File: config.mk
export PLATFORM = sky130hd
export DESIGN_NAME = tnn_feature_loader
export DESIGN_NICKNAME = d
export VERILOG_FILES = /design/src/rtl/tnn_feature_loader.sv
export SDC_FILE = /design/constraint.sdc
export NUM_CORES = 1
export LEC_CHECK = 0
export BUFFER_PORTS_ARGS = -buffer_cell sky130_fd_sc_hd__buf_2
export CAP_MARGIN = 30
export CORE_MARGIN = 5
export CORE_UTILIZATION = 35
export DETAILED_ROUTE_END_ITERATION = 10
export HOLD_SLACK_MARGIN = 0.02
export PLACE_DENSITY = 0.57
export SLEW_MARGIN = 20
export SYNTH_ARGS = -nofsm -noshare
export SYNTH_HDL_FRONTEND = slang
export SYNTH_SLANG_ARGS = --single-unit
File: constraint.sdc
create_clock -name clk -period 2.2 [get_ports clk]
set_input_delay 0.22 -clock clk [delete_from_list [all_inputs] [get_ports clk]]
set_output_delay 0.22 -clock clk [all_outputs]
set_load 0.01 [all_outputs]
File: src/rtl/tnn_feature_loader.sv
// tnn_feature_loader: quantizes serial 8-bit samples into a 7-feature frame for the TNN classifier and returns its decision.
// Define TNN_LOADER_CLS_PIPE_EN to hold the frame for a second evaluation cycle (registered classifier output).
module tnn_feature_loader #(
    parameter int NFEAT = 7,
    parameter logic [24*NFEAT-1:0] THR_VEC = {7{8'd192, 8'd128, 8'd64}}
) (
    input  logic       clk,
    input  logic       rst_n,
    input  logic       in_valid,
    output logic       in_ready,
    input  logic [7:0] in_data,
    input  logic       in_last,
    output logic [1:0] feat_a,
    output logic [1:0] feat_b,
    output logic [1:0] feat_c,
    output logic [1:0] feat_d,
    output logic [1:0] feat_e,
    output logic [1:0] feat_f,
    output logic [1:0] feat_g,
    input  logic       cls_result,
    output logic       out_valid,
    input  logic       out_ready,
    output logic       out_class,
    output logic       out_err
);
    typedef enum logic [1:0] {
        COLLECT,
        EVAL,
`ifdef TNN_LOADER_CLS_PIPE_EN
        EVAL2,
`endif
        HOLD
    } state_t;

`ifdef TNN_LOADER_CLS_PIPE_EN
    localparam state_t CAPTURE = EVAL2;
`else
    localparam state_t CAPTURE = EVAL;
`endif

    state_t     state_q, state_d;
    logic [2:0] idx_q, idx_d;
    logic [1:0] feat_q [NFEAT];
    logic [1:0] feat_n [NFEAT];
    logic       in_ready_q, in_ready_d;
    logic       out_valid_q, out_valid_d;
    logic       out_class_q, out_class_d;
    logic       out_err_q, out_err_d;
    logic       err_q, err_d;
    logic       accept, at_last_idx, frame_end;

    // Priority order makes misordered thresholds resolve toward the highest level.
    function automatic logic [1:0] quant(input logic [7:0] x, input logic [23:0] thr);
        return (x >= thr[23:16]) ? 2'd3 : (x >= thr[15:8]) ? 2'd2 : (x >= thr[7:0]) ? 2'd1 : 2'd0;
    endfunction

    assign accept      = in_valid && in_ready_q;
    assign at_last_idx = idx_q == 3'(NFEAT - 1);
    assign frame_end   = in_last || at_last_idx;

    always_comb begin
        state_d     = state_q;
        idx_d       = idx_q;
        err_d       = err_q;
        out_class_d = out_class_q;
        out_err_d   = out_err_q;
        for (int k = 0; k < NFEAT; k++)
            feat_n[k] = (accept && idx_q == 3'(k)) ? quant(in_data, THR_VEC[24*k +: 24]) : feat_q[k];
        case (state_q)
            COLLECT: if (accept) begin
                idx_d = frame_end ? 3'd0 : idx_q + 3'd1;
                if (frame_end) begin
                    state_d = EVAL;
                    err_d   = in_last != at_last_idx;
                end
            end
`ifdef TNN_LOADER_CLS_PIPE_EN
            EVAL:    state_d = EVAL2;
            EVAL2:   state_d = HOLD;
`else
            EVAL:    state_d = HOLD;
`endif
            HOLD: if (out_ready) begin
                state_d = COLLECT;
                err_d   = 1'b0;
            end
            default: state_d = COLLECT;
        endcase
        if (state_q == CAPTURE) begin
            out_class_d = cls_result;
            out_err_d   = err_q;
        end
        in_ready_d  = state_d == COLLECT;
        out_valid_d = state_d == HOLD;
    end

    always_ff @(posedge clk) begin
        if (!rst_n) begin
            state_q     <= COLLECT;
            idx_q       <= 3'd0;
            feat_q      <= '{default: 2'd0};
            in_ready_q  <= 1'b0;
            out_valid_q <= 1'b0;
            out_class_q <= 1'b0;
            out_err_q   <= 1'b0;
            err_q       <= 1'b0;
        end else begin
            state_q     <= state_d;
            idx_q       <= idx_d;
            feat_q      <= feat_n;
            in_ready_q  <= in_ready_d;
            out_valid_q <= out_valid_d;
            out_class_q <= out_class_d;
            out_err_q   <= out_err_d;
            err_q       <= err_d;
        end
    end

    assign in_ready  = in_ready_q;
    assign out_valid = out_valid_q;
    assign out_class = out_class_q;
    assign out_err   = out_err_q;
    assign feat_a    = feat_q[0];
    assign feat_b    = feat_q[1];
    assign feat_c    = feat_q[2];
    assign feat_d    = feat_q[3];
    assign feat_e    = feat_q[4];
    assign feat_f    = feat_q[5];
    assign feat_g    = feat_q[6];
endmodule

==> results of run 1 <==
## logic make-up (layout without fill, tap and decap cells)
group / count (synthesis) / in the layout / share of synthesized area (%)
AOI/OAI and AO/OA: 8 / 8 / 5.320
and+or+nand+nor: 46 / 46 / 21.65
DFF: 24 / 24 / 46.43
buffers and inverters: 7 / 32 / 2.901
muxes: 17 / 17 / 16.44
adders and majority gates: 6 / 6 / 7.255
## cell usage after synthesis, drive strengths merged
| library cell | instances | area [um^2] |
|---|---|---|
| dfxtp | 24 | 480.5 |
| mux2i | 17 | 170.2 |
| and3b | 1 | 8.760 |
| nand2b | 1 | 6.260 |
| nor2b | 4 | 25.02 |
| nand2 | 27 | 101.4 |
| nand3 | 4 | 20.02 |
| inv | 4 | 15.01 |
| nand3b | 2 | 15.01 |
| o21ai | 2 | 10.01 |
| and2 | 1 | 6.260 |
| ha | 6 | 75.07 |
| nor2 | 3 | 11.26 |
| and3 | 1 | 6.260 |
| buf | 3 | 15.01 |
| nand4bb | 1 | 11.26 |
| and4bb | 1 | 12.51 |
| a21boi | 6 | 45.04 |
## worst min-delay path, cell delays in order
cell	delay [ns]
buf_2	0.07
mux2i_1	0.05
nor2b_1	0.10
## area by class of cell
cell class              count  area, um^2
flip-flops and latches     24       480.5
fillers                   292        1599
well taps                  31       38.79
repair buffers             25       125.1
inverters                   4       15.01
clock buffers               3       22.52
multi-input cells          77       524.3
## worst max-delay path by stage
| stage | endpoint | cells past startpoint |
|---|---|---|
| 2_1_floorplan | err_q | 6 |
| 3_3_place_gp | err_q | 6 |
| 6_report | err_q | 6 |
| 3_5_place_dp | err_q | 6 |
| 5_1_grt | err_q | 6 |
| 4_1_cts | err_q | 6 |
## metal layers
| layer | part of all wire, % | GRT usage [%] | vias up |
|---|---|---|---|
| met4 | 0 | 0.7916 | 0 |
| met1 | 48 | 11.70 | 360 |
| li1 | - | - | 412 |
| met2 | 46 | 18.43 | 21 |
| met3 | 6.3 | 4.028 | 0 |
| met5 | 0 | 0 | - |
## state kept, by name (all words and copies together) (netlist names), 2 cells and up
register,count
idx_q,3
feat_a,2
feat_b,2
feat_c,2
feat_d,2
feat_e,2
feat_f,2
feat_g,2
state_q,2
## power groups by stage
stage          combinational [mW]  clock (mW)  sequential [mW]
2_1_floorplan              0.0337           0            0.460
3_3_place_gp               0.0543           0            0.458
3_5_place_dp               0.0547           0            0.459
4_1_cts                    0.0549       0.193            0.449
5_1_grt                    0.0621       0.215            0.451
6_report                   0.0540       0.180            0.449
## per-stage QoR
step	hold WS, ns	power (mW)
3_5_place_dp	0.4498	0.5133
2_1_floorplan	0.3862	0.4932
6_report	0.1699	0.6831
5_1_grt	0.1655	0.7283
4_1_cts	0.1623	0.6970
3_3_place_gp	0.4419	0.5127
==> flow_summary_export.csv, run 1 <==
group,metric,value,unit
routing,routed_via_density,4.835,
setup_path,critPathMaxStageDelay,0.36,ns
global_routing,grt_pass1_vias,807,
synthesis,yosysSeqAreaShare,46.43,%
sta,slew_headroom,72.31,%
setup_path,path_cells,"inv_1 > ha_1 > nand2_1 > ha_1 > nor2_1 > mux2i_1",
synthesis,synth.distinct_cells,19,
floorplan,ioPinCount,32,
cts,clock_path_buffers,2,
sta,fin_setup_tns,0,ns
setup_path,path_buf_inv,1,
synthesis,ys_ff_latch,24,
final_layout,syn_to_final_growth,16.57,%
setup_path,reg2regPathDepth,6,
placement,hpwl,1487,um
sta,setup_violations,0,
final_layout,final_cell_count_no_fill,164,
pwr,powerDensity,566.3,nW/um^2
final_layout,layout.nets,155,
routing,drt_wl_total,1916,um
routing,wl_per_cell,11.68,um
cts,ctsRootBufferMaster,"clkbuf_4",
pwr,clockPowerShare,26.4,%
routing,drc,0,
setup_path,critPathLaunchType,"flip-flop",
final_layout,fin_area,1206,um^2
hold_path,worstHoldEndpoint,"out_class",
hold_path,min_from,"cls_result",
final_layout,fin_util,43.00,%
floorplan,die_w,64.37,um
routing,dr_total_vias,793,
sta,grt_setup_unrepaired,"false",
cts,numCtsBuffers,3,
pwr,ir_drop,0.0005653,V
placement,place_ws,0.7854,ns
setup_path,crit_type,"flip-flop to flip-flop",
pwr,p_int,528.7,uW
setup_path,r2r_start,"idx_q[0]",
sta,fin_skew,0.002424,ns
pwr,leakage,0.6178,nW
global_routing,grt_overflow_total,0,
synthesis,avgSynthCellArea,9.581,um^2
routing,drt_iter0_drc,13,
placement,gp_congestion,0.7484,
routing,first_pass_iters,4,
run,max_cap_violations,0,
setup_path,crit_family,"adder cells",
pwr,switching_share,22.60,%
cts,htree_levels,1,
setup_path,cp_slowest_cell,"dfxtp_1",
pwr,comb_power_share,7.9,%
cts,cts_tree,"yes",
sta,drv_slew,0,
cts,cts.sinks,24,
floorplan,start_util,36.89,%
final_layout,final_cell_mix,"nand2_1 (27), buf_2 (25), dfxtp_1 (24)",
setup_path,crit_fanout,5,
cts,cts_setup_buffers,0,
cts,path_clk_slew,0.12,ns
sta,period_share,64.75,%
global_routing,grt_max_degree,28,
hold_path,hold_depth,3,
synthesis,syn_area,1035,um^2
setup_path,crit_arrival,1.67,ns
setup_path,r2r_setup_slack,0.78,ns
cts,clock_latency,0.30,ns
global_routing,grt_use_total,10.16,%
placement,dpl_cell_area,1184,um^2
synthesis,ys_warn_count,0,
outcome,status,"completed",
setup_path,crit_path_end_kind,"flip-flop",
final_layout,layout_commonest_cell,"nand2_1",
synthesis,postSynthCellCount,108,
setup_path,crit_path_frequent_cell,"ha_1",
sta,worst_slack,0.7755,ns
placement,dp_cells,161,
floorplan,dieArea,4144,um^2
pwr,p_seq_share,65.7,%
sta,post-route-min-period,1.425,ns
sta,fmax,702.0,MHz
sta,worstMarginPinSlew,0.4154,ns
floorplan,rows,19,
sta,hold_violations,0,
setup_path,startpoint,"idx_q[0]",
setup_path,rr_endpoint,"err_q",
floorplan,die_h,64.37,um
global_routing,grt_pass1_wl,3401,um
cts,cts-resized-gates,0,
final_layout,n_antenna_cell,0,
cts,cts_hold_buf,0,
pwr,p_switching,154.4,uW
hold_path,hold_path_class,"primary input to flip-flop",
setup_path,critical_path_required,2.44,ns
placement,io_buffers,25,
synthesis,syn_nets,128,
routing,ant_nets,0,
global_routing,antenna_found_initial,0,
final_layout,drive_above_1_share,21.05,%
floorplan,coreArea,2805,um^2
Power figures use the tool's default switching activity.
==> inputs of run 2 (changes only) <==
--- a/config.mk
+++ b/config.mk
@@ -5,13 +5,14 @@
 export SDC_FILE = /design/constraint.sdc
 export NUM_CORES = 1
 export LEC_CHECK = 0
+export ABC_AREA = 1
 export BUFFER_PORTS_ARGS = -buffer_cell sky130_fd_sc_hd__buf_2
 export CAP_MARGIN = 30
 export CORE_MARGIN = 5
 export CORE_UTILIZATION = 35
 export DETAILED_ROUTE_END_ITERATION = 10
 export HOLD_SLACK_MARGIN = 0.02
-export PLACE_DENSITY = 0.57
+export PLACE_DENSITY = 0.6
 export SLEW_MARGIN = 20
 export SYNTH_ARGS = -nofsm -noshare
 export SYNTH_HDL_FRONTEND = slang
==> constraint.sdc (replaced) <==
create_clock -name clk -period 1.3 [get_ports clk]
set_input_delay 0.13 -clock clk [delete_from_list [all_inputs] [get_ports clk]]
set_output_delay 0.13 -clock clk [all_outputs]
set_load 0.01 [all_outputs]
==> run 2 against run 1 <==
  * Setup slack got worse by 0.69 ns
  * Clock skew is 0.00087 ns higher
  * Total power grew 100%
  * Area after synthesis down 2.4%
  * Non-clock buffer count increased by 5
  * Register-to-register slack lost 0.69 ns
  * First-iteration DRC count grew 77%
  * Clock power is 120% higher
  * Critical path type unchanged
==> flow_summary_export.csv, run 2 <==
group,metric,value,unit
floorplan,dieArea,4059,um^2
synthesis,synth_fa_ha_area_share,7.435,%
synthesis,syn_area,1010,um^2
setup_path,reg2regPathDepth,10,
setup_path,cp_slowest_cell,"dfxtp_2",
placement,gp_congestion,0.7903,
routing,ant_nets,0,
synthesis,avgSynthCellArea,7.592,um^2
final_layout,syn_to_final_growth,30.11,%
cts,numCtsBuffers,3,
synthesis,syn_nets,153,
setup_path,crit_family,"flip-flops",
setup_path,crit_fanout,3,
pwr,powerDensity,1050,nW/um^2
setup_path,critPathLaunchType,"flip-flop",
final_layout,layout_commonest_cell,"nor2_1",
routing,routed_via_density,4.609,
cts,ctsRootBufferMaster,"clkbuf_4",
synthesis,yosys.area.top_type,"dfxtp_1",
cts,htree_levels,1,
hold_path,hold_path_class,"primary input to flip-flop",
synthesis,yosysSeqAreaShare,47.58,%
final_layout,layout.nets,187,
routing,drt_iter0_drc,23,
routing,dr_total_vias,908,
cts,cts_hold_buf,0,
synthesis,synth_compound_area_share,11.28,%
sta,hold_violations,0,
setup_path,crit_arrival,1.45,ns
synthesis,synth.area.top_cells,"dfxtp_1 (48%), nor2_1 (14%), ha_1 (7.4%), o21ai_0 (7.4%), nand3_1 (4.5%)",
setup_path,r2r_setup_slack,0.09,ns
placement,io_buffers,25,
cts,path_clk_slew,0.13,ns
sta,setup_violations,0,
setup_path,worst-path-stages,10,
setup_path,crit_path_end_kind,"flip-flop",
synthesis,synth_xor_xnor_area_share,0.8674,%
hold_path,hold_depth,3,
synthesis,synthSimpleGateAreaFrac,26.15,%
global_routing,grt_pass1_vias,908,
pwr,leakage,0.6362,nW
pwr,power,1.380,mW
final_layout,n_antenna_cell,0,
synthesis,synth-edff-count,0,
sta,drv_slew,0,
sta,slew_headroom,81.28,%
global_routing,antenna_found_initial,0,
final_layout,largest_reg_flops,3,
final_layout,drive_above_1_share,34.34,%
final_layout,top_register,"idx_q",
sta,fin_skew,0.003294,ns
setup_path,critical_path_required,1.53,ns
sta,fin_hold_ws,0.02890,ns
run,max_cap_violations,0,
global_routing,grt_pass1_wl,3891,um
global_routing,grt_use_total,11.51,%
cts,cts_setup_buffers,0,
final_layout,fin_util,47.64,%
synthesis,yosysMostFrequentCell,"nor2_1",
floorplan,rows,19,
placement,dp_cells,193,
setup_path,path_cells,"inv_2 > ha_4 > nand2_4 > ha_4 > inv_4 > nand2_2 > nand2_2 > nand3_1 > nand2_1 > nor2_1",
setup_path,crit_type,"flip-flop to flip-flop",
synthesis,ys_warn_count,0,
final_layout,nFillCells,278,
sta,fin_setup_tns,0,ns
synthesis,postSynth.asyncResetShare,0,%
final_layout,final_cell_mix,"nor2_1 (36), buf_2 (25), dfxtp_1 (22)",
outcome,status,"completed",
synthesis,synthMuxAreaShare,0,%
sta,worstMarginPinSlew,0.2808,ns
floorplan,coreArea,2758,um^2
cts,clock_latency,0.32,ns
cts,cts.sinks,24,
sta,post-route-min-period,1.215,ns
sta,fmax,823.1,MHz
setup_path,critPathMaxStageDelay,0.35,ns
floorplan,start_util,36.62,%
floorplan,die_h,63.71,um
routing,drc,0,
synthesis,ys_ff_latch,24,
global_routing,grt_max_degree,19,
cts,clock_path_buffers,2,
routing,wl_per_cell,11.03,um
final_layout,final_cell_count_no_fill,197,
synthesis,synth_top_family_by_area,"simple AND/OR/NAND/NOR gates",
cts,cts_tree,"yes",
routing,first_pass_iters,4,
synthesis,synthFlopType,"dfxtp_1",
synthesis,synth.distinct_cells,18,
synthesis,synth_common_cells,"nor2_1 (37), dfxtp_1 (24), o21ai_0 (15), nand2_1 (12), inv_1 (10)",
pwr,ir_drop,0.0005910,V
setup_path,path_buf_inv,2,
sta,period_share,93.46,%
global_routing,grt_overflow_total,0,
synthesis,synth_top_area_share,47.58,%
synthesis,postSynthCellCount,133,
floorplan,die_w,63.71,um
routing,drt_wl_total,2173,um
placement,hpwl,1638,um
floorplan,ioPinCount,32,
-- run 2: per-layer routing --
metal	vias up	share of wire, %	GRT usage (%)
met5	-	0	0
met4	0	1.3	4.156
met1	387	47	14.77
met3	6	7.2	3.730
met2	25	44	18.02
li1	490	-	-
-- run 2: final timing paths --
check / startpoint / to
max reg2reg: idx_q[0] / err_q
min reg2reg: feat_d[0] / feat_d[0]
min: cls_result / out_class
max: idx_q[0] / err_q
-- run 2: area by class of cell --
class | count | area [um^2] | share of cell area [%]
sequential | 24 | 483.0 | 36.76
inverter | 16 | 65.06 | 4.952
tap | 31 | 38.79 | 2.952
clock buffer | 4 | 36.28 | 2.762
timing repair buffer | 30 | 170.2 | 12.95
multi-input combinational | 92 | 520.5 | 39.62
-- run 2: worst reg2reg max path, cell delays in order, from the launching register on --
cell     delay (ns)
dfxtp_2        0.35
inv_2          0.07
ha_4           0.14
nand2_4        0.06
ha_4           0.17
inv_4          0.05
nand2_2        0.05
nand2_2        0.08
nand3_1        0.06
nand2_1        0.06
nor2_1         0.04
-- run 2: timing repair --
| action | CTS | global route |
|---|---|---|
| hold endpoints to repair | 0 | 0 |
| setup endpoints to repair | 2 | 9 |
| pin swaps | 0 | 6 |
| resized for setup | 4 | 17 |
-- run 2: per-stage QoR --
stage          cell area (um^2)  setup WS (ns)
2_1_floorplan              1010       0.005257
3_3_place_gp               1206        0.02153
3_5_place_dp               1206       -0.01575
4_1_cts                    1249       0.007797
5_1_grt                    1314       -0.01482
6_report                   1314        0.08506
-- run 2: logic make-up after synthesis --
logic type	count (synthesis)
and+or+nand+nor	63
DFF	24
AOI/OAI and AO/OA	22
buffers and inverters	17
adders and majority gates	6
xor gates and xnor gates	1
-- run 2: power by group --
part           internal (mW)  total, mW  switching [mW]  leakage [nW]
clock network          0.171      0.398           0.227        0.0210
registers              0.764      0.784          0.0200         0.196
logic                 0.0840      0.198           0.114         0.419
total                   1.02       1.38           0.360         0.636
==> inputs of run 3 (changes only) <==
--- a/config.mk
+++ b/config.mk
@@ -10,6 +10,7 @@
 export CAP_MARGIN = 30
 export CORE_MARGIN = 5
 export CORE_UTILIZATION = 35
+export CTS_BUF_LIST = sky130_fd_sc_hd__clkbuf_2
 export DETAILED_ROUTE_END_ITERATION = 10
 export HOLD_SLACK_MARGIN = 0.02
 export PLACE_DENSITY = 0.6
==> run 3 against run 2 <==
  * Hold slack better by 0.018 ns
  * Total power down 7.0%
  * Final cell count up 0.51%
  * Global-route usage up 0.11 points
  * Sequential cell count unchanged
  * First-iteration DRC count up 22%
  * Final area up 0.19%
  * Utilization up 0.091 points
  * Sequential power about the same
  * Critical path depth unchanged
  * Combinational power up 3%
  * Routed wire length up 3.6%
  * Critical endpoint unchanged
  * Largest cell class unchanged
  * Highest routed layer unchanged
==> flow_summary_export.csv, run 3 (synthesis gave the netlist of run 2 again) <==
group,metric,value,unit
pwr,ir_drop,0.0005251,V
placement,gp_congestion,0.7903,
final_layout,nFillCells,276,
global_routing,grt_pass1_vias,906,
cts,htree_levels,1,
setup_path,crit_path_end_kind,"flip-flop",
setup_path,r2r_start,"idx_q[0]",
final_layout,layout_commonest_cell,"nor2_1",
final_layout,final_cell_mix,"nor2_1 (36), buf_2 (25), dfxtp_1 (22)",
sta,drv_slew,0,
routing,first_pass_iters,4,
global_routing,grt_use_total,11.62,%
setup_path,critPathLaunchType,"flip-flop",
pwr,powerDensity,975.2,nW/um^2
setup_path,crit_fanout,3,
placement,io_buffers,25,
setup_path,cp_slowest_cell,"dfxtp_2",
cts,cts_tree,"yes",
setup_path,critPathMaxStageDelay,0.38,ns
floorplan,die_w,63.71,um
pwr,leakage,0.6356,nW
cts,ctsRootBufferMaster,"clkbuf_2",
floorplan,dieArea,4059,um^2
final_layout,top_register,"idx_q",
global_routing,antenna_found_initial,0,
sta,slew_headroom,81.55,%
outcome,status,"completed",
global_routing,grt_max_degree,19,
sta,fin_hold_ws,0.04656,ns
setup_path,crit_family,"flip-flops",
cts,cts.sinks,24,
setup_path,path_cells,"inv_2 > ha_4 > nand2_4 > ha_4 > inv_4 > nand2_2 > nand2_2 > nand3_2 > nand2_1 > nor2_1",
final_layout,layout.nets,188,
floorplan,die_h,63.71,um
setup_path,crit_arrival,1.53,ns
routing,drc,0,
floorplan,ioPinCount,32,
setup_path,worst-path-stages,10,
routing,wl_per_cell,11.37,um
sta,period_share,95.60,%
sta,fin_skew,0.008011,ns
floorplan,start_util,36.62,%
setup_path,rr_endpoint,"err_q",
sta,post-route-min-period,1.243,ns
setup_path,critical_path_required,1.58,ns
cts,clock_path_buffers,2,
sta,worstMarginPinSlew,0.2767,ns
routing,drt_iter0_drc,28,
global_routing,grt_pass1_wl,3891,um
final_layout,n_antenna_cell,0,
final_layout,drive_above_1_share,34.73,%
routing,dr_total_vias,925,
routing,ant_nets,0,
placement,dpl_cell_area,1206,um^2
hold_path,hold_path_class,"primary input to flip-flop",
sta,fmax,804.6,MHz
placement,hpwl,1638,um
setup_path,crit_type,"flip-flop to flip-flop",
sta,grt_setup_unrepaired,"true",
run,max_cap_violations,0,
sta,hold_violations,0,
setup_path,path_buf_inv,2,
cts,cts_setup_buffers,0,
final_layout,syn_to_final_growth,30.36,%
routing,routed_via_density,4.672,
sta,setup_violations,0,
cts,clock_latency,0.34,ns
pwr,power,1.284,mW
routing,drt_wl_total,2252,um
global_routing,grt_overflow_total,0,
floorplan,coreArea,2758,um^2
floorplan,rows,19,
cts,numCtsBuffers,3,
final_layout,fin_area,1316,um^2
final_layout,largest_reg_flops,3,
setup_path,reg2regPathDepth,10,
setup_path,crit_end,"err_q",
setup_path,r2r_setup_slack,0.06,ns
setup_path,startpoint,"idx_q[0]",
cts,path_clk_slew,0.23,ns
[run 3: what timing repair did]
| action | CTS | global route |
|---|---|---|
| pin swaps | 0 | 6 |
| hold buffers | 1 | 0 |
| resized for setup | 5 | 17 |
| hold endpoints to repair | 1 | 0 |
| endpoints found under the setup margin | 3 | 9 |
[run 3: where the power goes]
group / total (mW) / switching [mW] / internal (mW)
combinational: 0.204 / 0.117 / 0.0865
clock: 0.294 / 0.227 / 0.0668
sequential: 0.786 / 0.0200 / 0.766
total: 1.28 / 0.364 / 0.920
[run 3: worst min-delay path by stage]
| stage | from | to | slack [ns] | cells past startpoint |
|---|---|---|---|---|
| floorplan | cls_result | out_class | 0.26 | 2 |
| global placement | cls_result | out_class | 0.36 | 3 |
| detailed placement | cls_result | out_class | 0.37 | 3 |
| CTS | out_ready | out_valid | 0.03 | 4 |
| global route | out_ready | state_q[1] | 0.03 | 4 |
| finish | out_ready | out_valid | 0.05 | 4 |
[run 3: worst min-delay path: cells and delay by family]
family / cells / cell delay (ns)
buffers and inverters: 2 / 0.15
AOI/OAI and AO/OA: 1 / 0.07
and+or+nand+nor: 1 / 0.03
[run 3: final cells by class]
type | count | area, um^2 | share of cell area, %
clock buffers | 3 | 15.01 | 1.141
well taps | 31 | 38.79 | 2.947
clock inverters | 1 | 3.754 | 0.2852
multi-input cells | 92 | 530.5 | 40.30
flip-flops and latches | 24 | 483.0 | 36.69
repair buffers | 31 | 180.2 | 13.69
inverters | 16 | 65.06 | 4.943
[run 3: stage by stage]
stage	setup slack (ns)	TNS, ns	util [%]	instances
final	0.05721	0	47.73	198
after CTS	0.003904	0	45.10	198
after global routing	-0.02697	-0.03157	47.73	198
after detailed placement	-0.01575	-0.01575	43.74	193
after floorplan	0.005257	0	-	133
after global placement	0.02153	0	43.74	193
[run 3: per-layer routing]
layer	wire [um]	GRT usage [%]	up-vias	share of wire, %
met2	1052	18.15	25	47
met3	148	3.730	5	6.6
met5	0	0	-	0
met1	1026	14.66	405	46
met4	25	4.935	0	1.1
li1	-	-	490	-
